**config.mk**
```make
export PLATFORM = sky130hd
export DESIGN_NAME = clk_div_ctrl_flat
export DESIGN_NICKNAME = d
export VERILOG_FILES = /design/src/rtl/clk_div_ctrl_if.sv /design/src/rtl/clk_div_ctrl.sv /design/src/flat_wrapper.sv
export SDC_FILE = /design/constraint.sdc
export NUM_CORES = 1
export LEC_CHECK = 0
export CAP_MARGIN = 20
export CORE_MARGIN = 4
export CORE_UTILIZATION = 40
export DETAILED_ROUTE_END_ITERATION = 6
export PLACE_DENSITY = 0.63
export SLEW_MARGIN = 40
export SYNTH_ARGS = -nofsm -noshare
export SYNTH_HDL_FRONTEND = slang
export SYNTH_SLANG_ARGS = --single-unit
```
**constraint.sdc**
```tcl
create_clock -name clk_i -period 8.8 [get_ports clk_i]
set_input_delay 2.2 -clock clk_i [delete_from_list [all_inputs] [get_ports clk_i]]
set_output_delay 2.2 -clock clk_i [all_outputs]
set_load 0.02 [all_outputs]
```
**src/rtl/clk_div_ctrl_if.sv**
```systemverilog
// Divisor-offer handshake between a divisor source (master) and
// clk_div_ctrl (slave). The master offers a divisor with div_valid_i and
// div_value_i. The slave takes it in any cycle where it also drives
// div_ready_o high.
interface clk_div_ctrl_if #(
  parameter int CNT_W = 16
) ();

  logic             div_valid_i;
  logic [CNT_W-1:0] div_value_i;
  logic             div_ready_o;

  modport master (
    output div_valid_i,
    output div_value_i,
    input  div_ready_o
  );

  modport slave (
    input  div_valid_i,
    input  div_value_i,
    output div_ready_o
  );

endinterface

```
**src/rtl/clk_div_ctrl.sv**
```systemverilog
// Programmable clock-enable / square-wave divider with glitch-free
// divisor changes.
//
// A phase counter runs from 0 to D-1, where D = div_active_o. Registered
// decodes of that counter produce two outputs:
//   - clk_o, a square wave that is high for floor(D/2) of every D cycles
//     (always high when D == 1);
//   - clk_en_o, a one-cycle pulse once per period.
// D == 0 stops both outputs.
//
// A new divisor arrives over the valid/ready interface and is parked in a
// pending register. It takes effect only at the end of the period in
// progress, so an output period is never cut short.
//
// Optional feature: define CLK_DIV_CTRL_SWITCH_CNT_EN to add switch_cnt_o.
// This is a saturating 8-bit count of applied divisor changes.
module clk_div_ctrl #(
  parameter int          CNT_W     = 16,
  parameter int unsigned RESET_DIV = 4
) (
  input  logic             clk_i,
  input  logic             rst_ni,
  clk_div_ctrl_if.slave    div_if,
  output logic             clk_o,
  output logic             clk_en_o,
  output logic [CNT_W-1:0] div_active_o,
  output logic             running_o
`ifdef CLK_DIV_CTRL_SWITCH_CNT_EN
  ,
  output logic [7:0]       switch_cnt_o
`endif
);

  localparam logic [CNT_W-1:0] RESET_DIV_W = CNT_W'(RESET_DIV);
  localparam logic [CNT_W-1:0] ONE         = CNT_W'(1);

  typedef enum logic [1:0] {
    IDLE,   // nothing pending, ready for an offer
    PEND,   // divisor parked, waiting for the period boundary
    APPLY   // new divisor in effect, first cycle of its period
  } state_t;

  state_t           state;
  logic [CNT_W-1:0] cnt;
  logic [CNT_W-1:0] pend_div;
  logic             ready_q;

  logic             stopped;
  logic             boundary;
  logic             apply_go;
  logic [CNT_W-1:0] half_div;

  // A stopped divider has no period, so every cycle counts as a boundary.
  // This lets a pending divisor land on the cycle right after acceptance.
  assign stopped   = (div_active_o == '0);
  assign boundary  = stopped || (cnt == div_active_o - ONE);
  assign apply_go  = (state == PEND) && boundary;
  assign half_div  = div_active_o >> 1;

  assign running_o          = !stopped;
  assign div_if.div_ready_o = ready_q;

  // Control FSM: accept an offer, hold it until the period ends, then apply it.
  // NOTE: sequential state uses non-blocking (<=) assignments. Every flop
  // then samples pre-edge values, whatever order the always blocks run in.
  always_ff @(posedge clk_i or negedge rst_ni) begin
    if (!rst_ni) begin
      state        <= IDLE;
      pend_div     <= '0;
      div_active_o <= RESET_DIV_W;
      ready_q      <= 1'b1;
    end else begin
      case (state)
        IDLE: begin
          if (div_if.div_valid_i && ready_q) begin
            pend_div <= div_if.div_value_i;
            state    <= PEND;
            ready_q  <= 1'b0;
          end
        end
        PEND: begin
          if (boundary) begin
            div_active_o <= pend_div;
            state        <= APPLY;
          end
        end
        APPLY: begin
          state   <= IDLE;
          ready_q <= 1'b1;
        end
        default: begin
          state   <= IDLE;
          ready_q <= 1'b1;
        end
      endcase
    end
  end

  // Phase counter. It restarts at 0 whenever a divisor is applied, and it
  // stays parked at 0 while the divider is stopped.
  always_ff @(posedge clk_i or negedge rst_ni) begin
    if (!rst_ni) begin
      cnt <= '0;
    end else if (apply_go || stopped) begin
      cnt <= '0;
    end else if (cnt == div_active_o - ONE) begin
      cnt <= '0;
    end else begin
      cnt <= cnt + ONE;
    end
  end

  // Registered output decode. It lags the phase counter by one cycle.
  always_ff @(posedge clk_i or negedge rst_ni) begin
    if (!rst_ni) begin
      clk_o    <= 1'b0;
      clk_en_o <= 1'b0;
    end else begin
      clk_o    <= (div_active_o == ONE) ||
                  ((div_active_o > ONE) && (cnt < half_div));
      clk_en_o <= !stopped && (cnt == '0);
    end
  end

`ifdef CLK_DIV_CTRL_SWITCH_CNT_EN
  // Saturating count of applied divisor changes.
  always_ff @(posedge clk_i or negedge rst_ni) begin
    if (!rst_ni) begin
      switch_cnt_o <= 8'd0;
    end else if (apply_go && (switch_cnt_o != 8'hFF)) begin
      switch_cnt_o <= switch_cnt_o + 8'd1;
    end
  end
`endif

endmodule

```
**src/flat_wrapper.sv**
```systemverilog
// flat-port wrapper written by rule: the top's interface ports become plain ports
module clk_div_ctrl_flat 
#(
  parameter int          CNT_W     = 16,
  parameter int unsigned RESET_DIV = 4
)
  (clk_i, rst_ni, clk_o, clk_en_o, div_active_o, running_o, div_if_div_valid_i, div_if_div_value_i, div_if_div_ready_o);
  clk_div_ctrl_if #(.CNT_W(CNT_W)) div_if_i ();
  input  logic clk_i;
  input  logic rst_ni;
  output logic clk_o;
  output logic clk_en_o;
  output logic [CNT_W-1:0] div_active_o;
  output logic running_o;
  input wire logic [$bits(div_if_i.div_valid_i)-1:0] div_if_div_valid_i;
  input wire logic [$bits(div_if_i.div_value_i)-1:0] div_if_div_value_i;
  output wire logic [$bits(div_if_i.div_ready_o)-1:0] div_if_div_ready_o;
  assign div_if_i.div_valid_i = div_if_div_valid_i;
  assign div_if_i.div_value_i = div_if_div_value_i;
  assign div_if_div_ready_o = div_if_i.div_ready_o;
  clk_div_ctrl #(.CNT_W(CNT_W), .RESET_DIV(RESET_DIV)) u_core (.clk_i(clk_i), .rst_ni(rst_ni), .div_if(div_if_i), .clk_o(clk_o), .clk_en_o(clk_en_o), .div_active_o(div_active_o), .running_o(running_o));
endmodule
```
==> impl_metrics.tcl, run 1 <==
set metrics [dict create \
    synthesized_area_fraction_occupied_by_adder_cells 0.0716 \
    worst_clock_skew_ps 13.3 \
    ir_drop_uv 73.6 \
    wl_per_cell_um 17.1 \
    worst-r2r-setup-slack_ps 5100 \
    synth.top_cell.area_share 0.406 \
    power_per_cell_area_nw_per_um2 122 \
    holdPathEnd "u_core.div_active_o[2]$_DFFE_PN1P_" \
    synth_seq_area_share 0.422 \
    synthSimpleGateAreaFrac 0.190 \
    grt_overflow 0 \
    area_leader_netlist "sky130_fd_sc_hd__dfrtp_1" \
    timing.final.setup_violations 0 \
    timing.setup.tns_ps 0 \
    worst_r2r_endpoint "u_core.div_active_o[1]$_DFFE_PN0P_" \
    synth_compound_gate_area_share 0.148 \
    power_leakage_uw 0.00161 \
    syn_avg_cell_area_sq_um 9.59 \
    worstPathArrival_ps 2660 \
    cp-start-kind "register" \
    cts-buffers-inserted 5 \
    clk-insertion-delay-late_ps 310 \
    synth_warnings 0 \
    path_max_fanout 8 \
    slew_worst_pin_ps 856 \
    initial_core_utilization 0.409 \
    post_synth_inst_count 328 \
    layout_setup_ws_ps 3940 \
    proportion_of_layout_cells_with_a_drive_suffix_above_1 0.0826 \
    die_x_um 96.7 \
    ctsResizeCount 0 \
    drt-vias-per-instance 5.35 \
    final_core_util 0.484 \
    worstRegToRegCells 9 \
    place_worst_setup_slack_ps 4330 \
    antenna_cells_inserted 0 \
    post_route_fraction_of_the_period_consumed_by_the_critical_path 0.553 \
    antenna_found_initial 0 \
    coreArea_sq_um 7690 \
    ctsLongestPathBuffers 2 \
    io_pins 39 \
    die_y_um 96.7 \
    dieArea_sq_um 9350 \
    slew_violations 0 \
    crit_path_end_kind "primary output" \
    cts_post_setup_buffers_inserted 0 \
    relSlewSlack 0.424 \
    timing.rr.start "u_core.div_active_o[0]$_DFFE_PN0P_" \
    finalWorstPathRequiredPeriod_ps 4860 \
    holdCritStartpoint "u_core.pend_div[2]$_DFFE_PN0P_" \
    hold_viol_final 0 \
    drtPass1Iterations 4 \
    antenna_left 0 \
    routability_congestion_estimate 1.01 \
    cts.hold.buffers_added 0 \
    clock_tree.root_cell "sky130_fd_sc_hd__clkbuf_8" \
    grt_use_total 0.176 \
    cts_sinks 53 \
    count_of_flip_flops_with_a_built_in_enable_after_synthesis 0 \
    crit_type "register to primary output" \
    maxCapViolations 0 \
    port_buffers 38 \
    synth.cell_area_sq_um 3150 \
    route.vias.total 2490 \
    setup_repair_after_global_routing_missed_its_margin "false" \
    synth_flop_cell "sky130_fd_sc_hd__dfrtp_1" \
    worstHoldPathType "register to register" \
    synth.ff_latch_count 53 \
    areaGrowthSynthToFinish_pct 18.4 \
    hold-path-cell-count 2 \
    yosys-mux-area-fraction 0.0215 \
    floorplan.rows 32 \
    wirelength_mm 7.97 \
    max_freq_ghz 0.206 \
    synthTopCellsByArea "sky130_fd_sc_hd__dfrtp_1, sky130_fd_sc_hd__ha_1, sky130_fd_sc_hd__xnor2_1, sky130_fd_sc_hd__xor2_1, sky130_fd_sc_hd__inv_1" \
    synth_cell_type_count 58 \
    via_count_of_the_first_global_routing_pass 2543 \
    drt_iter0_drc 154 \
    cts_tree "built" \
    pin_count_of_the_biggest_net_entering_global_routing 54 \
    crit_required_ps 6600 \
    status "finished, final reports clean" \
    route.detailed.drc 0 \
    synth_async_sr_flop_share 1.00 \
    synth_top_family_by_area "simple AND/OR/NAND/NOR gates" \
    hpwl_mm 5.98 \
    h_tree_lvls 2 \
    mappedNetlistNets 365 \
    clk_transition_reported_paths_ps 90 \
    global_route_wire_length_before_repair_mm 13.3 \
    yosys.area_share.xor_xnor 0.0863 \
    final_net_count 399 \
]
## where the power goes
group	leakage (uW)	internal (uW)	total, uW	switching [uW]
registers	0.000625	261	267	5.88
clock network	0.0000542	71.3	153	81.7
logic	0.000926	16.3	36.1	19.7
total	0.00161	349	456	107
## layer usage
layer | vias to the layer above | track usage | routed length, um | part of all wire
li1 | 1236 | - | - | -
met1 | 1179 | 0.236 | 3570 | 0.45
met2 | 66 | 0.291 | 3700 | 0.46
met3 | 9 | 0.0375 | 582 | 0.073
met4 | 0 | 0.0443 | 116 | 0.015
met5 | - | 0 | 0 | 0
## final cells by class
class	instances	area, sq um
Clock inverter	1	5.00
Clock buffer	7	96.3
Inverter	34	128
Sequential cell	53	1330
Timing Repair Buffer	40	390
Tap cell	102	128
Fill cell	742	3960
Multi-Input combinational cell	228	1650
## how the worst max path moves through the flow
| stage | startpoint | end | slack (ps) | cells after the start |
|---|---|---|---|---|
| 2_1_floorplan | u_core.div_active_o[5]$_DFFE_PN0P_ | running_o | 5070 | 4 |
| 3_3_place_gp | u_core.div_active_o[6]$_DFFE_PN0P_ | running_o | 4340 | 5 |
| 3_5_place_dp | u_core.div_active_o[6]$_DFFE_PN0P_ | running_o | 4330 | 5 |
| 4_1_cts | u_core.div_active_o[6]$_DFFE_PN0P_ | running_o | 3970 | 5 |
| 5_1_grt | u_core.div_active_o[6]$_DFFE_PN0P_ | running_o | 3780 | 5 |
| 6_report | u_core.div_active_o[6]$_DFFE_PN0P_ | running_o | 3940 | 5 |
## layout by cell type, fill, tap and decap left out, types with 3 or more instances in the layout
master                            Yosys  layout
sky130_fd_sc_hd__and3_1               3       3
sky130_fd_sc_hd__inv_1               34      34
sky130_fd_sc_hd__o211ai_1             3       3
sky130_fd_sc_hd__clkbuf_8             0       7
sky130_fd_sc_hd__nor4_1               5       5
sky130_fd_sc_hd__o22ai_1              6       6
sky130_fd_sc_hd__o31ai_1              4       4
sky130_fd_sc_hd__nand3_1             10      10
sky130_fd_sc_hd__xor2_1              15      15
sky130_fd_sc_hd__ha_1                18      18
sky130_fd_sc_hd__nor2_1              26      26
sky130_fd_sc_hd__o2bb2ai_1            6       6
sky130_fd_sc_hd__xnor2_1             16      16
sky130_fd_sc_hd__nand2_1             23      23
sky130_fd_sc_hd__a21o_1               4       4
sky130_fd_sc_hd__nand4_1             12      12
sky130_fd_sc_hd__dfrtp_1             51      51
sky130_fd_sc_hd__nor3_1               8       8
sky130_fd_sc_hd__mux2_2               6       6
sky130_fd_sc_hd__nor3b_1              4       3
sky130_fd_sc_hd__o21ai_0             16      16
sky130_fd_sc_hd__nor4b_1              3       3
sky130_fd_sc_hd__clkdlybuf4s50_1      0      37
## Yosys cell counts (2+ instances only)
master                      instances
sky130_fd_sc_hd__xor2_1            15
sky130_fd_sc_hd__nor3_1             8
sky130_fd_sc_hd__xnor2_1           16
sky130_fd_sc_hd__o311ai_0           2
sky130_fd_sc_hd__nand3_1           10
sky130_fd_sc_hd__a2111oi_0          2
sky130_fd_sc_hd__nand2b_1           2
sky130_fd_sc_hd__o2bb2ai_1          6
sky130_fd_sc_hd__a31oi_1            2
sky130_fd_sc_hd__or3_1              2
sky130_fd_sc_hd__or2_2              2
sky130_fd_sc_hd__ha_1              18
sky130_fd_sc_hd__o22ai_1            6
sky130_fd_sc_hd__a21boi_0           2
sky130_fd_sc_hd__dfrtp_1           51
sky130_fd_sc_hd__nor4b_1            3
sky130_fd_sc_hd__a21o_1             4
sky130_fd_sc_hd__nand2_1           23
sky130_fd_sc_hd__o211ai_1           3
sky130_fd_sc_hd__dfstp_2            2
sky130_fd_sc_hd__nor4_1             5
sky130_fd_sc_hd__nor3b_1            4
sky130_fd_sc_hd__nand4_1           12
sky130_fd_sc_hd__o31ai_1            4
sky130_fd_sc_hd__nor2_1            26
sky130_fd_sc_hd__clkbuf_1          10
sky130_fd_sc_hd__o21ai_0           16
sky130_fd_sc_hd__a32o_1             2
sky130_fd_sc_hd__inv_1             34
sky130_fd_sc_hd__and3_1             3
sky130_fd_sc_hd__mux2_2             6
## per-stage QoR
step / instance area [sq um] / hold slack, ps / total power (uW) / cells
detailed placement: 3620 / 486 / 309 / 457
floorplan: 3150 / 462 / 288 / 328
CTS: 3720 / 501 / 464 / 465
finish: 3720 / 497 / 456 / 465
global placement: 3610 / 483 / 308 / 457
global route: 3720 / 524 / 479 / 465
## flip-flops by register name, indices dropped and copies added, names as in the netlist
signal	count
u_core.cnt	16
u_core.clk_en_o	1
u_core.div_active_o	16
u_core.pend_div	16
u_core.div_if.div_ready_o	1
u_core.state	2
u_core.clk_o	1
## worst max-delay path, stage by stage, from the launching register on
cell                              delay [ps]
sky130_fd_sc_hd__dfrtp_1                 470
sky130_fd_sc_hd__nor4_2                  510
sky130_fd_sc_hd__nand2_1                 200
sky130_fd_sc_hd__nor3_1                  360
sky130_fd_sc_hd__nand2_1                 220
sky130_fd_sc_hd__clkdlybuf4s50_1         610
## kinds of logic after synthesis
logic type,after synthesis
flops,53
buf+inv,47
simple gates,110
mux,6
xor+xnor,31
fa+ha+maj,18
compound gates,63
Note: power is estimated with default switching activity, not from simulation.
==> run 2: changes to the inputs <==
PLACE_DENSITY = 0.65   (was 0.63)
clock period = 4.1 ns   (was 8.8 ns; I/O delays follow)
==> impl_metrics.tcl, run 2 (synthesized netlist as in run 1, its figures left out) <==
set metrics [dict create \
    status "finished, final reports clean" \
    port_buffers 38 \
    cts_tree "built" \
    proportion_of_layout_cells_with_a_drive_suffix_above_1 0.0874 \
    die_y_um 96.7 \
    cts.hold.buffers_added 0 \
    crit_path_end_kind "primary output" \
    cts_sinks 53 \
    power_frac_clock 0.323 \
    areaGrowthSynthToFinish_pct 18.4 \
    global_route_wire_length_before_repair_mm 13.0 \
    io_pins 39 \
    hold_viol_final 0 \
    antenna_left 0 \
    drt_iter0_drc 140 \
    timing.final.setup_violations 0 \
    worst-r2r-setup-slack_ps 920 \
    netSwitchingFraction 0.248 \
    critical_path.cell_chain "nor4_2, nand2_1, nor3_1, nand2_1, clkdlybuf4s50_1" \
    hpwl_mm 5.96 \
    grt_overflow 0 \
    coreArea_sq_um 7690 \
    worst_path_most_repeated_cell "sky130_fd_sc_hd__nand2_1" \
    cp-start-kind "register" \
    ctsLongestPathBuffers 2 \
    initial_core_utilization 0.409 \
    ir_drop_uv 141 \
    routability_congestion_estimate 0.923 \
    worst_r2r_endpoint "u_core.div_active_o[7]$_DFFE_PN0P_" \
    wirelength_mm 7.69 \
    power_switching_uw 237 \
    post_route_worst_hold_slack_ps 507 \
    worstPathArrival_ps 2630 \
    timing.setup.tns_ps 0 \
    route.detailed.drc 0 \
    most-common-layout-cells "sky130_fd_sc_hd__dfrtp_1, sky130_fd_sc_hd__clkdlybuf4s50_1, sky130_fd_sc_hd__inv_1, sky130_fd_sc_hd__nor2_1, sky130_fd_sc_hd__nand2_1" \
    power_leakage_uw 0.00161 \
    critical_path.n_buffers_inverters 1 \
    final_net_count 402 \
    via_count_of_the_first_global_routing_pass 2523 \
    relSlewSlack 0.552 \
    h_tree_lvls 2 \
    worstHoldPathType "register to register" \
    final_common_cell "sky130_fd_sc_hd__dfrtp_1" \
    antenna_cells_inserted 0 \
    ctsResizeCount 0 \
    max_freq_ghz 0.274 \
    pin_count_of_the_biggest_net_entering_global_routing 30 \
    crit_path_top_delay_cell "sky130_fd_sc_hd__clkdlybuf4s50_1" \
    die_x_um 96.7 \
    cell_internal_pwr_uw 720 \
    delay_of_the_slowest_cell_on_the_worst_path_ps 610 \
    drtPass1Iterations 4 \
    worstRegToRegCells 9 \
    crit_type "register to primary output" \
    path_max_fanout 8 \
    drt-vias-per-instance 5.36 \
    worst_clock_skew_ps 9.21 \
    clk_transition_reported_paths_ps 110 \
    timing.rr.start "u_core.div_active_o[0]$_DFFE_PN0P_" \
    floorplan.rows 32 \
    slew_worst_pin_ps 672 \
    pwr-share-seq 0.598 \
    antenna_found_initial 0 \
    hold-path-cell-count 2 \
    dieArea_sq_um 9350 \
    critPathTopFamily "simple AND/OR/NAND/NOR gates" \
    crit_required_ps 3070 \
    cts-buffers-inserted 5 \
    finalWorstPathRequiredPeriod_ps 3650 \
    clock_tree.root_cell "sky130_fd_sc_hd__clkbuf_8" \
    clk-insertion-delay-late_ps 310 \
    route.vias.total 2507 \
    grt_use_total 0.169 \
    filler_cell_count 754 \
    holdPathEnd "u_core.div_active_o[2]$_DFFE_PN1P_" \
    cts_post_setup_buffers_inserted 0 \
    comb_power_share 0.079 \
    holdCritStartpoint "u_core.pend_div[2]$_DFFE_PN0P_" \
    wl_per_cell_um 16.4 \
    setup_repair_after_global_routing_missed_its_margin "false" \
    maxCapViolations 0 \
    largestRegisters "u_core.cnt x16, u_core.div_active_o x16, u_core.pend_div x16" \
    power_per_cell_area_nw_per_um2 257 \
    slew_violations 0 \
    post_route_fraction_of_the_period_consumed_by_the_critical_path 0.890 \
]
-- run 2: area by class of cell --
class                           count  area, sq um  area share
Multi-Input combinational cell    228         1630       0.438
Inverter                           34          128      0.0343
Sequential cell                    53         1330       0.357
Clock inverter                      3         26.3     0.00705
Timing Repair Buffer               43          413       0.111
Clock buffer                        5         68.8      0.0185
Tap cell                          102          128      0.0343
-- run 2: stage by stage --
step           area (sq um)  std cells  setup WS, ps  utilization  power [uW]
3_5_place_dp           3630        460           853        0.472         661
4_1_cts                3720        468           468        0.485         977
5_1_grt                3720        468           251        0.485        1010
6_report               3720        468           450        0.485         957
2_1_floorplan          3150        328          1210            -         618
3_3_place_gp           3630        460           906        0.472         657
-- run 2: how the worst max path moves through the flow --
stage,from,end,slack (ps),cells past startpoint
3_3_place_gp,u_core.div_active_o[6]$_DFFE_PN0P_,running_o,910,5
3_5_place_dp,u_core.div_active_o[6]$_DFFE_PN0P_,running_o,850,5
2_1_floorplan,u_core.div_active_o[0]$_DFFE_PN0P_,u_core.div_active_o[10]$_DFFE_PN0P_,1210,9
4_1_cts,u_core.div_active_o[6]$_DFFE_PN0P_,running_o,470,5
5_1_grt,u_core.div_active_o[6]$_DFFE_PN0P_,running_o,250,5
6_report,u_core.div_active_o[6]$_DFFE_PN0P_,running_o,450,5
-- run 2: routing by layer --
| metal | wire length [um] | track usage |
|---|---|---|
| met3 | 275 | 0.0296 |
| met2 | 3700 | 0.286 |
| met5 | 0 | 0 |
| met1 | 3650 | 0.228 |
| met4 | 70 | 0.0313 |
-- run 2: power groups by stage --
stage                     combinational (uW)  sequential (uW)  clock, uW
after global placement                  75.0              582          0
after global routing                    86.5              576        345
after CTS                               78.1              573        326
after detailed placement                77.2              584          0
final                                   75.2              572        310
after floorplan                         38.5              579          0
-- run 2: worst min-delay path, delay by kind of cell, from the launching register on --
| kind | cells | cell delay [ps] |
|---|---|---|
| DFF | 1 | 380 |
| buffers and inverters | 1 | 70 |
| AOI/OAI and AO/OA | 1 | 70 |
